## config.mk

```make
export PLATFORM = sky130hd
export DESIGN_NAME = spi_sensor_poller
export DESIGN_NICKNAME = d
export VERILOG_FILES = /design/src/rtl/spi_sensor_poller.sv
export SDC_FILE = /design/constraint.sdc
export NUM_CORES = 1
export LEC_CHECK = 0
export CORE_MARGIN = 5
export CORE_UTILIZATION = 49
export DETAILED_ROUTE_END_ITERATION = 8
export GPL_TIMING_DRIVEN = 1
export PLACE_DENSITY = 0.88
export SLEW_MARGIN = 20
export SYNTH_ARGS = -nofsm -noshare
export SYNTH_HDL_FRONTEND = slang
export SYNTH_SLANG_ARGS = --single-unit
```

## constraint.sdc

```tcl
create_clock -name clk_system -period 4.82 [get_ports clk_system]
set_input_delay 0.964 -clock clk_system [delete_from_list [all_inputs] [get_ports clk_system]]
set_output_delay 0.964 -clock clk_system [all_outputs]
set_load 0.05 [all_outputs]
```

## src/rtl/spi_sensor_poller.sv

```systemverilog
// Transaction sequencer for an ADXL345-style accelerometer behind an SPI master: init writes, then periodic X-axis reads.
// Optional motion detection (baseline + threshold strobe) is built when MOTION_DETECT_EN is defined.
module spi_sensor_poller #(
  parameter int unsigned REG_WIDTH      = 32,
  parameter int unsigned POLL_CYCLES    = 50000,
  parameter int unsigned TIMEOUT_CYCLES = 4096,
  parameter int unsigned MOTION_THRESH  = 64
) (
  input  logic                       clk_system,
  input  logic                       reset_system,
  input  logic                       enable,
  input  logic                       clear_error,
  output logic                       start_transfer,
  output logic [REG_WIDTH-1:0]       data_inR,
  output logic [$clog2(REG_WIDTH):0] size_transfer,
  input  logic [REG_WIDTH-1:0]       data_outR,
  input  logic                       spi_cs,
  output logic [15:0]                sample,
  output logic                       sample_valid,
  output logic                       busy,
  output logic                       error,
  output logic                       alarm_trigger
);

  localparam int unsigned SIZE_W    = $clog2(REG_WIDTH) + 1;
  localparam int unsigned CNT_MAX_A = (POLL_CYCLES > TIMEOUT_CYCLES) ? POLL_CYCLES : TIMEOUT_CYCLES;
  localparam int unsigned CNT_MAX   = (CNT_MAX_A > 8) ? CNT_MAX_A : 8;
  localparam int unsigned CNT_W     = $clog2(CNT_MAX);
  localparam int unsigned CS_WINDOW = 8;

  localparam logic [15:0] CMD_PWR  = 16'h2D08;
  localparam logic [15:0] CMD_FMT  = 16'h310B;
  localparam logic [15:0] CMD_RDLO = {1'b1, 1'b0, 6'h32, 8'h00};
  localparam logic [15:0] CMD_RDHI = {1'b1, 1'b0, 6'h33, 8'h00};

  typedef enum logic [3:0] {
    INIT_LOAD, INIT_WAIT, POLL_WAIT, RDLO_LOAD, RDLO_WAIT,
    RDHI_LOAD, RDHI_WAIT, PUBLISH, ERROR
  } state_t;

  state_t             state_q, state_d;
  logic [CNT_W-1:0]   cnt_q, cnt_d;
  logic               idx_q, idx_d;
  logic               seen_q, seen_d;
  logic [7:0]         lo_q, lo_d;
  logic [15:0]        cmd_q, cmd_d;
  logic               start_d;
  logic [15:0]        sample_d;
  logic               valid_d;
  logic               busy_d;
  logic               error_d;
  logic [15:0]        new_s;
  logic               xfer_done;
  logic               xfer_fail;
  logic               unused_rx;

  assign size_transfer = SIZE_W'(16);
  assign data_inR      = {{(REG_WIDTH-16){1'b0}}, cmd_q};
  assign new_s         = {data_outR[7:0], lo_q};
  assign unused_rx     = ^data_outR[REG_WIDTH-1:8];

  // Completion is the first high cs after a low; failure is cs never dropping or the overall timeout.
  assign xfer_done = seen_q & spi_cs;
  assign xfer_fail = (!seen_q && spi_cs && (cnt_q == CNT_W'(CS_WINDOW-1)))
                   || (cnt_q == CNT_W'(TIMEOUT_CYCLES-1));

`ifdef MOTION_DETECT_EN
  logic [15:0] base_q, base_d;
  logic        base_v_q, base_v_d;
  logic        alarm_d;
  logic [16:0] diff;
  logic [16:0] dev;

  // Sign-extended 17-bit difference so the magnitude never overflows.
  assign diff = {new_s[15], new_s} - {base_q[15], base_q};
  assign dev  = diff[16] ? (~diff + 17'd1) : diff;
`else
  assign alarm_trigger = 1'b0;
`endif

  always_comb begin
    state_d  = state_q;
    cnt_d    = cnt_q;
    idx_d    = idx_q;
    seen_d   = seen_q;
    lo_d     = lo_q;
    cmd_d    = cmd_q;
    start_d  = 1'b0;
    sample_d = sample;
    valid_d  = 1'b0;
`ifdef MOTION_DETECT_EN
    base_d   = base_q;
    base_v_d = base_v_q;
    alarm_d  = 1'b0;
`endif
    case (state_q)
      INIT_LOAD, RDLO_LOAD, RDHI_LOAD: begin
        start_d = 1'b1;
        cnt_d   = '0;
        seen_d  = 1'b0;
        case (state_q)
          INIT_LOAD: begin cmd_d = idx_q ? CMD_FMT : CMD_PWR; state_d = INIT_WAIT; end
          RDLO_LOAD: begin cmd_d = CMD_RDLO; state_d = RDLO_WAIT; end
          default:   begin cmd_d = CMD_RDHI; state_d = RDHI_WAIT; end
        endcase
      end
      INIT_WAIT, RDLO_WAIT, RDHI_WAIT: begin
        cnt_d  = cnt_q + CNT_W'(1);
        seen_d = seen_q | ~spi_cs;
        if (xfer_done) begin
          case (state_q)
            INIT_WAIT: begin
              if (idx_q) begin
                state_d = POLL_WAIT;
                cnt_d   = '0;
              end else begin
                idx_d   = 1'b1;
                state_d = INIT_LOAD;
              end
            end
            RDLO_WAIT: begin
              lo_d    = data_outR[7:0];
              state_d = RDHI_LOAD;
            end
            default: begin
              sample_d = new_s;
              valid_d  = 1'b1;
              state_d  = PUBLISH;
`ifdef MOTION_DETECT_EN
              if (!base_v_q) begin
                base_d   = new_s;
                base_v_d = 1'b1;
              end else begin
                alarm_d  = (dev > 17'(MOTION_THRESH));
              end
`endif
            end
          endcase
        end else if (xfer_fail) begin
          state_d = ERROR;
        end
      end
      POLL_WAIT: begin
        if (cnt_q == CNT_W'(POLL_CYCLES-1)) begin
          if (enable) state_d = RDLO_LOAD;
        end else begin
          cnt_d = cnt_q + CNT_W'(1);
        end
      end
      PUBLISH: begin
        cnt_d   = '0;
        state_d = POLL_WAIT;
      end
      ERROR: begin
        if (clear_error) begin
          state_d  = INIT_LOAD;
          idx_d    = 1'b0;
`ifdef MOTION_DETECT_EN
          base_v_d = 1'b0;
`endif
        end
      end
      default: state_d = INIT_LOAD;
    endcase
    busy_d  = (state_d != POLL_WAIT) && (state_d != ERROR);
    error_d = (state_d == ERROR);
  end

  always_ff @(posedge clk_system) begin
    if (!reset_system) begin
      state_q        <= INIT_LOAD;
      cnt_q          <= '0;
      idx_q          <= 1'b0;
      seen_q         <= 1'b0;
      lo_q           <= '0;
      cmd_q          <= '0;
      start_transfer <= 1'b0;
      sample         <= '0;
      sample_valid   <= 1'b0;
      busy           <= 1'b1;
      error          <= 1'b0;
`ifdef MOTION_DETECT_EN
      base_q         <= '0;
      base_v_q       <= 1'b0;
      alarm_trigger  <= 1'b0;
`endif
    end else begin
      state_q        <= state_d;
      cnt_q          <= cnt_d;
      idx_q          <= idx_d;
      seen_q         <= seen_d;
      lo_q           <= lo_d;
      cmd_q          <= cmd_d;
      start_transfer <= start_d;
      sample         <= sample_d;
      sample_valid   <= valid_d;
      busy           <= busy_d;
      error          <= error_d;
`ifdef MOTION_DETECT_EN
      base_q         <= base_d;
      base_v_q       <= base_v_d;
      alarm_trigger  <= alarm_d;
`endif
    end
  end

endmodule

```

==> results of run 1 <==
-- cell usage in the layout (no fill, tap or decap), types with 2 or more instances in the layout --
master / count
sky130_fd_sc_hd__a31oi_1: 2
sky130_fd_sc_hd__clkdlybuf4s50_1: 42
sky130_fd_sc_hd__or4_1: 2
sky130_fd_sc_hd__o211a_1: 2
sky130_fd_sc_hd__nand2_1: 45
sky130_fd_sc_hd__o21ai_0: 5
sky130_fd_sc_hd__xor2_1: 3
sky130_fd_sc_hd__xnor2_1: 14
sky130_fd_sc_hd__nand2b_1: 5
sky130_fd_sc_hd__nand3_1: 12
sky130_fd_sc_hd__a21oi_1: 10
sky130_fd_sc_hd__nor2b_1: 10
sky130_fd_sc_hd__o21a_1: 2
sky130_fd_sc_hd__and2_1: 4
sky130_fd_sc_hd__nor4_1: 4
sky130_fd_sc_hd__nor2_1: 30
sky130_fd_sc_hd__conb_1: 29
sky130_fd_sc_hd__mux2i_1: 9
sky130_fd_sc_hd__nand2_2: 2
sky130_fd_sc_hd__dfxtp_1: 57
sky130_fd_sc_hd__nor3_1: 6
sky130_fd_sc_hd__nor4_2: 2
sky130_fd_sc_hd__inv_1: 5
sky130_fd_sc_hd__a21boi_0: 17
sky130_fd_sc_hd__and3_1: 3
sky130_fd_sc_hd__a211oi_1: 3
sky130_fd_sc_hd__ha_1: 2
sky130_fd_sc_hd__nor4_4: 2
sky130_fd_sc_hd__clkbuf_8: 12
-- sequential cells by signal (all words and copies together) (netlist names) --
signal	count
busy	1
cmd_q	7
cnt_q	16
error	1
idx_q	1
lo_q	8
sample	16
sample_valid	1
seen_q	1
start_transfer	1
state_q	4
-- cell families after synthesis --
| kind of cell | synth area share [%] |
|---|---|
| other cells | 0.268 |
| mux | 3.22 |
| simple gates | 25.5 |
| compound gates | 12.3 |
| fa+ha+maj | 0.894 |
| flops | 40.8 |
| xor+xnor | 5.32 |
| buf+inv | 11.6 |
-- area by class of cell --
type,instances,area [µm²],area share (%)
Multi-Input combinational cell,244,1440,43.6
Clock inverter,2,12.5,0.380
Inverter,5,18.8,0.569
Sequential cell,57,1140,34.6
Timing Repair Buffer,43,428,13.0
Tap cell,72,90.1,2.73
Clock buffer,13,169,5.13
-- layer usage --
metal | track usage (%) | vias up
met2 | 26.3 | 61
met3 | 5.48 | 14
met5 | 0 | -
met1 | 16.9 | 1009
li1 | - | 1113
met4 | 4.75 | 0
-- cells in the mapped netlist, drive strengths merged (2+ instances only) --
cell,count,share of area [%]
dfxtp,57,41
nand2,47,6.5
buf,37,9.5
nor2,31,4.2
a21boi,17,4.6
xnor2,14,4.4
nand3,12,2.1
clkbuf,11,1.5
a21oi,10,1.8
nor2b,10,2.2
mux2i,9,3.2
nor4,8,3.3
nor3,6,1.1
o21ai,6,1.1
inv,5,0.67
nand2b,5,1.1
and2,4,0.89
a211oi,3,0.80
and3,3,0.67
xor2,3,0.94
a31oi,2,0.45
conb,2,0.27
ha,2,0.89
o211a,2,0.72
o21a,2,0.54
or4,2,0.54
or4b,2,0.85
-- worst paths after layout --
check | endpoint | startpoint | slack [ns]
setup / recovery | sample[13] | spi_cs | 2.18
hold / removal | sample[0] | sample[0] | 0.46
setup reg to reg | sample[13] | state_q[3] | 2.71
hold reg to reg | sample[0] | sample[0] | 0.46
-- report_power, final --
part           total (mW)  internal (mW)  switching (mW)
combinational       0.259         0.0817           0.177
sequential          0.523          0.493          0.0301
clock               0.402          0.225           0.177
total                1.18          0.800           0.385
-- worst max-delay path, cell delays in order --
cell	delay, ns
sky130_fd_sc_hd__clkdlybuf4s50_1	0.59
sky130_fd_sc_hd__nand2_1	0.15
sky130_fd_sc_hd__nor2_1	0.27
sky130_fd_sc_hd__and3_1	0.58
sky130_fd_sc_hd__nand2_1	0.10
sky130_fd_sc_hd__a21boi_0	0.22
==> impl_summary.md, run 1 <==
STA
Hold timing on the final database bottoms out at a slack of 0.463 ns. The worst setup margin is 2.18 ns. The number of failing hold endpoints at the final stage is 0. The actual transition at the worst max-transition pin is 0.872 ns. Setup repair after global routing left no endpoint under its margin. Setup violations remaining at the end of the flow were counted as 0. The clock arrives with 0.00725 ns of skew. Counting I/O delays and the setup requirement, the final critical path takes 2.64 ns. The worst slew margin relative to its limit is 41.8%. The share of the clock period used by the worst path after layout is 54.8%. Adding up every negative setup slack in the final design gives 0 ns. The maximum clock frequency is 379 MHz. The number of pins with negative max-slew slack in the final report is 0.

Global routing
The number of antenna violations at the first check in global routing was 0. Global routing used 15.0% of the available tracks. The wire length of the first global-routing pass is 8890 µm.

The number of global-route vias before repair is 1990. The aggregate global routing overflow is 0. The pin count of the biggest net entering global routing is 27.

Route
For this block, the routed nets add up to 5560 µm of wire. For this run, design rule violations remaining after detail routing come to 0. The detailed router placed 2197 vias in this run. The detail route stage leaves a number of antenna-violating nets equal to 0. Wire segments on met2 add up to 2840 µm in the final route. For this block, the initial DRC count from the detailed router was 215. In this run the top signal layer used is met4. The average via count per standard cell is 5.04. The wire length on met1 is 2250 µm. In the detailed route, the total length drawn on met3 is 385 µm. The mean routed wirelength per cell is 12.7 µm.

The first detailed-routing pass took 4 iterations.

Run status
The flow ran to the end, and the final reports show no timing, DRC or antenna violations.

Power
In this run the power density over the cells is 359 nW/µm². The total power after layout is 1.18 mW. IR analysis of the VDD net gives a maximum drop of 234 µV.

Summed over all cells, the static leakage comes to 1.18 nW.

Final layout
The final core utilization is 59.5%. Cells with a size suffix above 1 make up 7.42% of the layout. The finished cells cover 3300 µm².

The filler cells instantiated in the layout total 483. Once layout is complete, the cells apart from fillers number 436. The antenna diode count is 0. The final-stage net count is 399. Compared with the post-synthesis result, the final layout area differs by 17.8%.

Die
The total area inside the core boundary comes to 5540 µm². The floorplan die area is 7320 µm². The initial core utilization is 50.5%. The overall die height is 85.6 µm. The cell row count is 27. The floorplan die width is 85.6 µm. For this design the top-level I/O count stands at 96.

Clock tree
The clock tree root driver cell is sky130_fd_sc_hd__clkbuf_8. The clock net in this run drives a total of 57 sinks. The post-cts repair resize count is 0. The buffers inserted during post-CTS setup optimization is 0. The clock tree from TritonCTS is done.

Clock-pin slew was measured on the worst setup and hold paths at 0.06 ns. The H-tree depth is 3. The CTS buffer count is 9.

After clock tree synthesis, the flow added hold-fix buffers numbering 0. The clock passes through at most 2 buffers. Clock latency on the worst-skew pair, taken at its later pin, is 0.33 ns.

Setup path
In this run the worst path has a maximum fanout of 16. The worst setup path is of the input pin to flip-flop kind. STA classifies the critical path endpoint as a flip-flop.

At the worst endpoint, the required time is 5.06 ns. The startpoint kind of the worst setup timing path is an input pin. The worst endpoint data arrival time is 2.88 ns. The length in cells of the worst reg-to-reg path is 4.

Synthesis
In the synthesized netlist, the number of instances is 327. The share of async-settable or async-resettable flops after synthesis is 0%. The total number of yosys warnings is 0. The netlist uses 49 different library cells. The most used flip-flop cell after synthesis is sky130_fd_sc_hd__dfxtp_1. Summing every instance area after synthesis gives 2800 µm². Sequential cells were found to cover 40.8% of the synthesized design area.

The flop and latch count out of synthesis is 57. Counting flops with a built-in enable in the synthesized netlist gives 0. A synthesized cell averages 8.56 µm².

Place
During placement, the flow inserted port buffers numbering 42. The post-placement cell area is 3110 µm². The number of placed instances, taps included, is 421.

The final HPWL from detailed placement is 4060 µm. Routability-driven placement finished with a final weighted congestion of 0.846. The minimum setup slack after placement is 1.74 ns.

Hold path
The worst hold path belongs to the class flip-flop to flip-flop. Along the worst hold path, the cell count comes to 2.

Flow run
The max-cap violation count is 0.
Note: power is estimated with default switching activity, not from simulation.
==> inputs of run 2 (changes only) <==
CORE_UTILIZATION = 45   (was 49)
PLACE_DENSITY = 0.81   (was 0.88)
clock period = 2.5 ns   (was 4.82 ns; I/O delays follow)
==> run 2 against run 1 <==
Effect of this change:
- sequential power increased by 93%
- core utilization decreased by 2.8 points
- largest cell class unchanged
- die area increased by 7.8%
- sequential cell count unchanged
- register-to-register slack got worse by 2.1 ns
- non-clock buffer count increased by 7
- critical endpoint is now data_inR[9]
- count of clock-buffer cells in the layout decreased by 2
==> impl_summary.md, run 2 (synthesis results as in run 1) <==
Global routing
The number of global-route vias before repair is 1924 (-3.3%). The aggregate global routing overflow came to 0 (unchanged). The global router's overall resource usage came to 14.8% (-0.16 points).

The wire length of the first global-routing pass is 8920 µm (+0.38%). The pin count of the biggest net entering global routing is 21 (-22%). The number of antenna violations at the first check in global routing is 0 (unchanged).

Power
The leakage power figure is 1.24 nW (+4.9%). The total power after layout came to 2.48 mW (+110%). The cell area power density is 729 nW/µm² (+100%). The maximum vdd drop is 486 µV (+110%).

Final layout
The largest registers in the layout are cnt_q x16, sample x16, lo_q x8. The antenna diode count is 0 (unchanged). The most common cell after layout, fill and taps aside is sky130_fd_sc_hd__dfxtp_1.

In the layout the commonest cells are sky130_fd_sc_hd__dfxtp_1, sky130_fd_sc_hd__nand2_1, sky130_fd_sc_hd__clkdlybuf4s50_1. The share of post-route cells with drive strength above 1 is 9.41% (+2.0 points). The final core utilization was 56.7% (-2.8 points). The non-filler instance count after layout was 447 (+2.5%).

The final-stage net count is 406 (+1.8%). The layout overhead on the synthesized area is 21.4%.

Route
The routed wire length is 5580 µm (+0.45%). The routed length on met2 came to 2750 µm (-3.0%). The first-pass detailed-route iteration total is 4 (unchanged).

The wire length on met1 is 2420 µm (+7.6%). The average via count per standard cell is 4.85 (-3.7%). The remaining antenna violation count after routing is 0 (unchanged).

The iteration-0 DRC count of the detailed router is 194 (-9.8%). The detailed-route DRC error count is 0 (unchanged). The mean routed wirelength per cell was 12.5 µm (-2.0%). In this run the top signal layer used is met4. The total via count after detailed routing is 2168 (-1.3%). The routed length on met3 is 327 µm (-15%).

Clock tree
The post-cts repair resize count is 0 (unchanged). The clock latency at the later pin of the worst-skew pair is 0.33 ns (about the same). The worst-case clock buffer depth is 2 (unchanged). The clock net sink count is 57 (unchanged). The H-tree depth was 3 (unchanged). The buffers inserted during post-CTS setup optimization is 0 (unchanged).

The clock-pin transition on the worst setup and hold timing paths is 0.06 ns (about the same). The CTS buffer count was 9 (unchanged). The clock tree root driver cell is sky130_fd_sc_hd__clkbuf_8.

The quantity of hold-fixing buffers added after cts is 0 (unchanged). TritonCTS built the clock tree.

Setup path
The length in cells of the worst reg-to-reg path came to 6 (+2). The stage delay of the slowest cell on the critical path was 0.82 ns (+0.23 ns). The data required time at the worst endpoint is 2.00 ns (-3.06 ns). The start of the worst register-to-register path is cnt_q[0]. The maximum fanout along the worst path came to 4 (-12). The endpoint identified for the worst register-to-register timing path is busy. The kind of critical path is flip-flop to primary output. The cell at the slowest stage of the critical path is sky130_fd_sc_hd__clkdlybuf4s50_1. The startpoint kind of the worst setup timing path is a flip-flop.

The setup slack of the worst register-to-register path was 0.61 ns (-2.10 ns). STA classifies the critical path endpoint as a primary output. Traced cell by cell, the critical path runs through clkdlybuf4s50_1. The worst endpoint data arrival time is 1.53 ns (-1.35 ns).

The critical path buffer and inverter count is 1 (unchanged). Broken down by cell family, the worst path's largest delay share belongs to buffers and inverters.

Die
The core region area is 5990 µm² (+8.1%). The total I/O pin count is 96 (unchanged). The floorplan die area is 7890 µm² (+7.8%). The initial core utilization was 46.7% (-3.8 points). The cell row count is 28 (+3.7%). The floorplan die width is 88.9 µm (+3.8%). The overall die height is 88.9 µm (+3.8%).

Flow run
The max-cap violation count is 0 (unchanged).

STA
The count of final setup violators is 0 (unchanged). The worst slew margin relative to its limit is 61.8% (+20 points). Setup repair after global routing left no endpoint under its margin. The final setup TNS is 0 ns (unchanged).

The final critical path takes up 81.3% of the cycle. Counting I/O delays and the setup requirement, the final critical path takes 2.03 ns. The largest clock skew in the final design came to 0.00765 ns (+0.000409 ns).

The actual transition at the worst max-transition pin is 0.572 ns (-0.299 ns). The number of failing hold endpoints at the final stage is 0 (unchanged). The maximum clock frequency is 492 MHz. The number of pins with negative max-slew slack in the final report is 0 (unchanged).

Place
The count of buffers inserted at the top-level ports is 42 (unchanged). The final weighted congestion in routability-driven placement is 0.851 (+0.60%). The number of placed instances with taps included is 431 (+2.4%).

The final HPWL from detailed placement is 4110 µm (+1.3%).

Hold path
The sink of the worst hold path is sample[10]. The cell depth of the worst min-delay path is 2 (unchanged). The worst hold path begins at sample[10].

The class of the tightest hold or removal check is flip-flop to flip-flop.

Run status
The flow ran to the end, and the final reports show no timing, DRC or antenna violations.
-- run 2: how the worst max path moves through the flow --
stage | start | end | cells after the start
after global placement | spi_cs | busy | 6
after CTS | cmd_q[9] | data_inR[9] | 1
final | cmd_q[9] | data_inR[9] | 1
after floorplan | spi_cs | busy | 5
after detailed placement | spi_cs | busy | 6
after global routing | cmd_q[9] | data_inR[9] | 1
-- run 2: final cells by class --
cell class                      count  area, µm²
Tap cell                           75       93.8
Fill cell                         541       2590
Sequential cell                    57       1140
Inverter                            5       18.8
Clock inverter                      5       77.6
Timing Repair Buffer               50        480
Clock buffer                       11        151
Multi-Input combinational cell    244       1430
-- run 2: where the power goes --
| group | switching [mW] | internal (mW) |
|---|---|---|
| registers | 0.0561 | 0.950 |
| logic | 0.344 | 0.163 |
| clock network | 0.351 | 0.611 |
| total | 0.751 | 1.72 |
-- run 2: metal layers --
| layer | global-route usage, % | vias up |
|---|---|---|
| met5 | 0 | - |
| met1 | 17.4 | 994 |
| li1 | - | 1125 |
| met4 | 5.91 | 0 |
| met3 | 5.68 | 6 |
| met2 | 24.4 | 43 |
-- run 2: tightest hold or removal path: cells and delay by family, from the launching register on --
family,cells,cell delay (ns)
simple gates,1,0.05
compound gates,1,0.06
flops,1,0.31
-- run 2: metrics by stage --
| stage | worst slack (ns) | area [µm²] | hold slack [ns] |
|---|---|---|---|
| after floorplan | 0.795 | 2900 | 0.443 |
| after global placement | 0.196 | 3170 | 0.449 |
| after detailed placement | 0.180 | 3170 | 0.456 |
| after CTS | 0.451 | 3400 | 0.466 |
| after global routing | 0.411 | 3400 | 0.471 |
| final | 0.469 | 3400 | 0.465 |
==> inputs of run 3 (changes only) <==
CORE_UTILIZATION = 41   (was 45)
PLACE_DENSITY = 0.78   (was 0.81)
clock period = 1.8 ns   (was 2.5 ns; I/O delays follow)
==> run 3 against run 2 <==
Effect of this change:
- routed wire length up 10%
- die area up 8.6%
- worst hold slack worse by 0.0068 ns
- cell count up 5.4%
- combinational power up 51%
- sequential power up 37%
- worst setup slack worse by 0.45 ns
- non-clock buffer count up 19
- sequential share of layout area down 1.5 points
- sequential cell count unchanged
- power up 41%
- critical endpoint is now cnt_q[4]
- largest cell class unchanged
==> impl_summary.md, run 3 (synthesis results as in run 1) <==
Die
The floorplan die area is 8580 µm² (+8.6%). The overall die height is 92.6 µm (+4.2%). The floorplan die width is 92.6 µm (+4.2%). The total I/O pin count is 96 (unchanged). The core region area is 6720 µm² (+12%). The initial core utilization is 41.6% (-5.1 points). The cell row count came to 30 (+7.1%).

Flow run
The max-cap violation count is 0 (unchanged).

Clock tree
The CTS buffer count is 9 (unchanged). The worst-case clock buffer depth is 2 (unchanged). The clock tree root driver cell is sky130_fd_sc_hd__clkbuf_8. The clock net sink count is 57 (unchanged). The clock-pin transition on the worst setup and hold timing paths was 0.06 ns (about the same). The H-tree depth is 3 (unchanged).

The clock tree from TritonCTS is done. The clock latency at the later pin of the worst-skew pair came to 0.33 ns (about the same).

Setup path
The data required time at the worst endpoint came to 2.02 ns (+0.02 ns). The maximum fanout along the worst path was 5 (+1). STA classifies the critical path startpoint as a flip-flop.

The worst endpoint data arrival time is 2.00 ns (+0.47 ns). The destination of the worst register-to-register timing path is cnt_q[4]. The setup slack of the worst register-to-register path is 0.02 ns (-0.59 ns). The worst setup path is captured at a flip-flop. The kind of critical path is flip-flop to flip-flop.

The startpoint identified for the worst register-to-register timing path is cnt_q[12]. The length in cells of the worst reg-to-reg path is 6 (unchanged).

Final layout
The most common cell after layout, fill and taps aside is sky130_fd_sc_hd__buf_4. The antenna diode count was 0 (unchanged). The final core utilization is 53.4% (-3.3 points).

The share of post-route cells with drive strength above 1 is 25.3% (+16 points). The non-filler instance count after layout is 471 (+5.4%). In the layout the commonest cells are sky130_fd_sc_hd__buf_4, sky130_fd_sc_hd__dfxtp_1, sky130_fd_sc_hd__nand2_1. The number of filler cells placed in the layout came to 628 (+16%). The final-stage net count is 425 (+4.7%). The largest registers in the layout are cnt_q x16, sample x16, lo_q x8.

Relative to the synthesized area, the layout overhead comes to 28.2%.

Run status
The flow ran to the end, and the final reports show no timing, DRC or antenna violations.

STA
The number of pins with negative max-slew slack in the final report was 0 (unchanged). The shortest period the worst path allows is 1.78 ns. The worst setup margin came to 0.0216 ns (-0.447 ns). The actual transition at the worst max-transition pin was 0.494 ns (-0.0782 ns). Setup repair after global routing could not meet its margin everywhere. The final setup TNS is 0 ns (unchanged). The largest clock skew in the final design is 0.00770 ns (+0.0000479 ns). The final critical path takes up 98.8% of the cycle. The worst slew margin relative to its limit was 66.8% (+5.0 points). The number of failing hold endpoints at the final stage is 0 (unchanged).

The count of final setup violators is 0 (unchanged). The maximum clock frequency is 562 MHz.

Hold path
The worst hold path terminates at sample[8]. The cell depth of the worst min-delay path is 2 (unchanged). The class of the tightest hold or removal check is flip-flop to flip-flop. The worst hold path begins at sample[8].

Global routing
The wire length of the first global-routing pass is 9780 µm (+9.7%). The number of antenna violations at the first check in global routing is 0 (unchanged). The global router's overall resource usage is 14.3% (-0.54 points).

The number of global-route vias before repair is 2111 (+9.7%). The aggregate global routing overflow is 0 (unchanged). The pin count of the biggest net entering global routing was 40 (+90%).

Power
The cell area power density is 974 nW/µm² (+34%). The leakage power figure is 1.43 nW (+16%). The maximum vdd drop is 471 µV (-3.2%).

The total power after layout is 3.49 mW (+41%).

Place
The final weighted congestion in routability-driven placement was 0.911 (+7.0%). The count of buffers inserted at the top-level ports is 42 (unchanged). The number of placed instances with taps included was 453 (+5.1%).

The final HPWL from detailed placement came to 4380 µm (+6.6%). The minimum setup slack after placement is -0.352 ns (-0.531 ns).

Route
The total via count after detailed routing is 2352 (+8.5%). The average via count per standard cell is 4.99 (+3.0%). The iteration-0 DRC count of the detailed router was 132 (-32%). The routed wire length was 6160 µm (+10%). The first-pass detailed-route iteration total came to 4 (unchanged). The detailed-route DRC error count is 0 (unchanged).

The remaining antenna violation count after routing is 0 (unchanged). The mean routed wirelength per cell is 13.1 µm (+4.7%).
-- run 3: cell types whose count changed in the layout (fill, tap and decap cells not counted), sizes merged --
| cell | change |
|---|---|
| clkdlybuf4s50 | -31 |
| dlymetal6s2s | +1 |
| buf | +49 |
-- run 3: worst max-delay path by stage --
| stage | startpoint | slack, ns | cells after the start | endpoint |
|---|---|---|---|---|
| finish | cnt_q[12] | 0.02 | 6 | cnt_q[4] |
| global route | cnt_q[0] | -0.04 | 6 | busy |
| CTS | spi_cs | 0.007 | 6 | busy |
| detailed placement | spi_cs | -0.35 | 6 | busy |
| global placement | spi_cs | -0.32 | 6 | busy |
| floorplan | cnt_q[0] | 0.12 | 6 | busy |
-- run 3: power by group --
group          switching (mW)  internal [mW]  leakage (nW)  total [mW]
logic                   0.518          0.247         0.854       0.765
clock network           0.499          0.850         0.115        1.35
registers              0.0602           1.32         0.465        1.38
-- run 3: worst max-delay path: stages, from the launching register on --
cell,delay (ns)
sky130_fd_sc_hd__dfxtp_4,0.36
sky130_fd_sc_hd__or4_4,0.53
sky130_fd_sc_hd__nor4_4,0.27
sky130_fd_sc_hd__buf_4,0.19
sky130_fd_sc_hd__a211oi_1,0.09
sky130_fd_sc_hd__xnor2_1,0.17
sky130_fd_sc_hd__nor2_1,0.05
-- run 3: stage by stage --
stage | instance area, µm² | hold WS [ns]
CTS | 3500 | 0.463
global route | 3590 | 0.475
detailed placement | 3260 | 0.454
floorplan | 2900 | 0.443
finish | 3590 | 0.458
global placement | 3260 | 0.448
-- run 3: final cells by class --
type | instances | area (µm²) | share of cell area (%)
tap | 80 | 100 | 2.79
clock buffer | 11 | 151 | 4.22
multi-input combinational | 244 | 1500 | 41.8
sequential | 57 | 1150 | 32.1
clock inverter | 5 | 77.6 | 2.16
inverter | 5 | 18.8 | 0.523
timing repair buffer | 69 | 588 | 16.4
-- run 3: repair_timing --
item                                    CTS  global route
hold buffers                              0             0
pin swaps                                 0             8
endpoints found under the setup margin    2            20
gates resized for setup                   1            20
buffers inserted                          0             2
-- run 3: per-layer routing --
layer | GRT usage [%] | vias up | share of wire (%)
li1 | - | 1170 | -
met3 | 3.74 | 7 | 6.9
met5 | 0 | - | 0
met2 | 23.4 | 83 | 49
met1 | 17.2 | 1092 | 42
met4 | 7.30 | 0 | 1.7
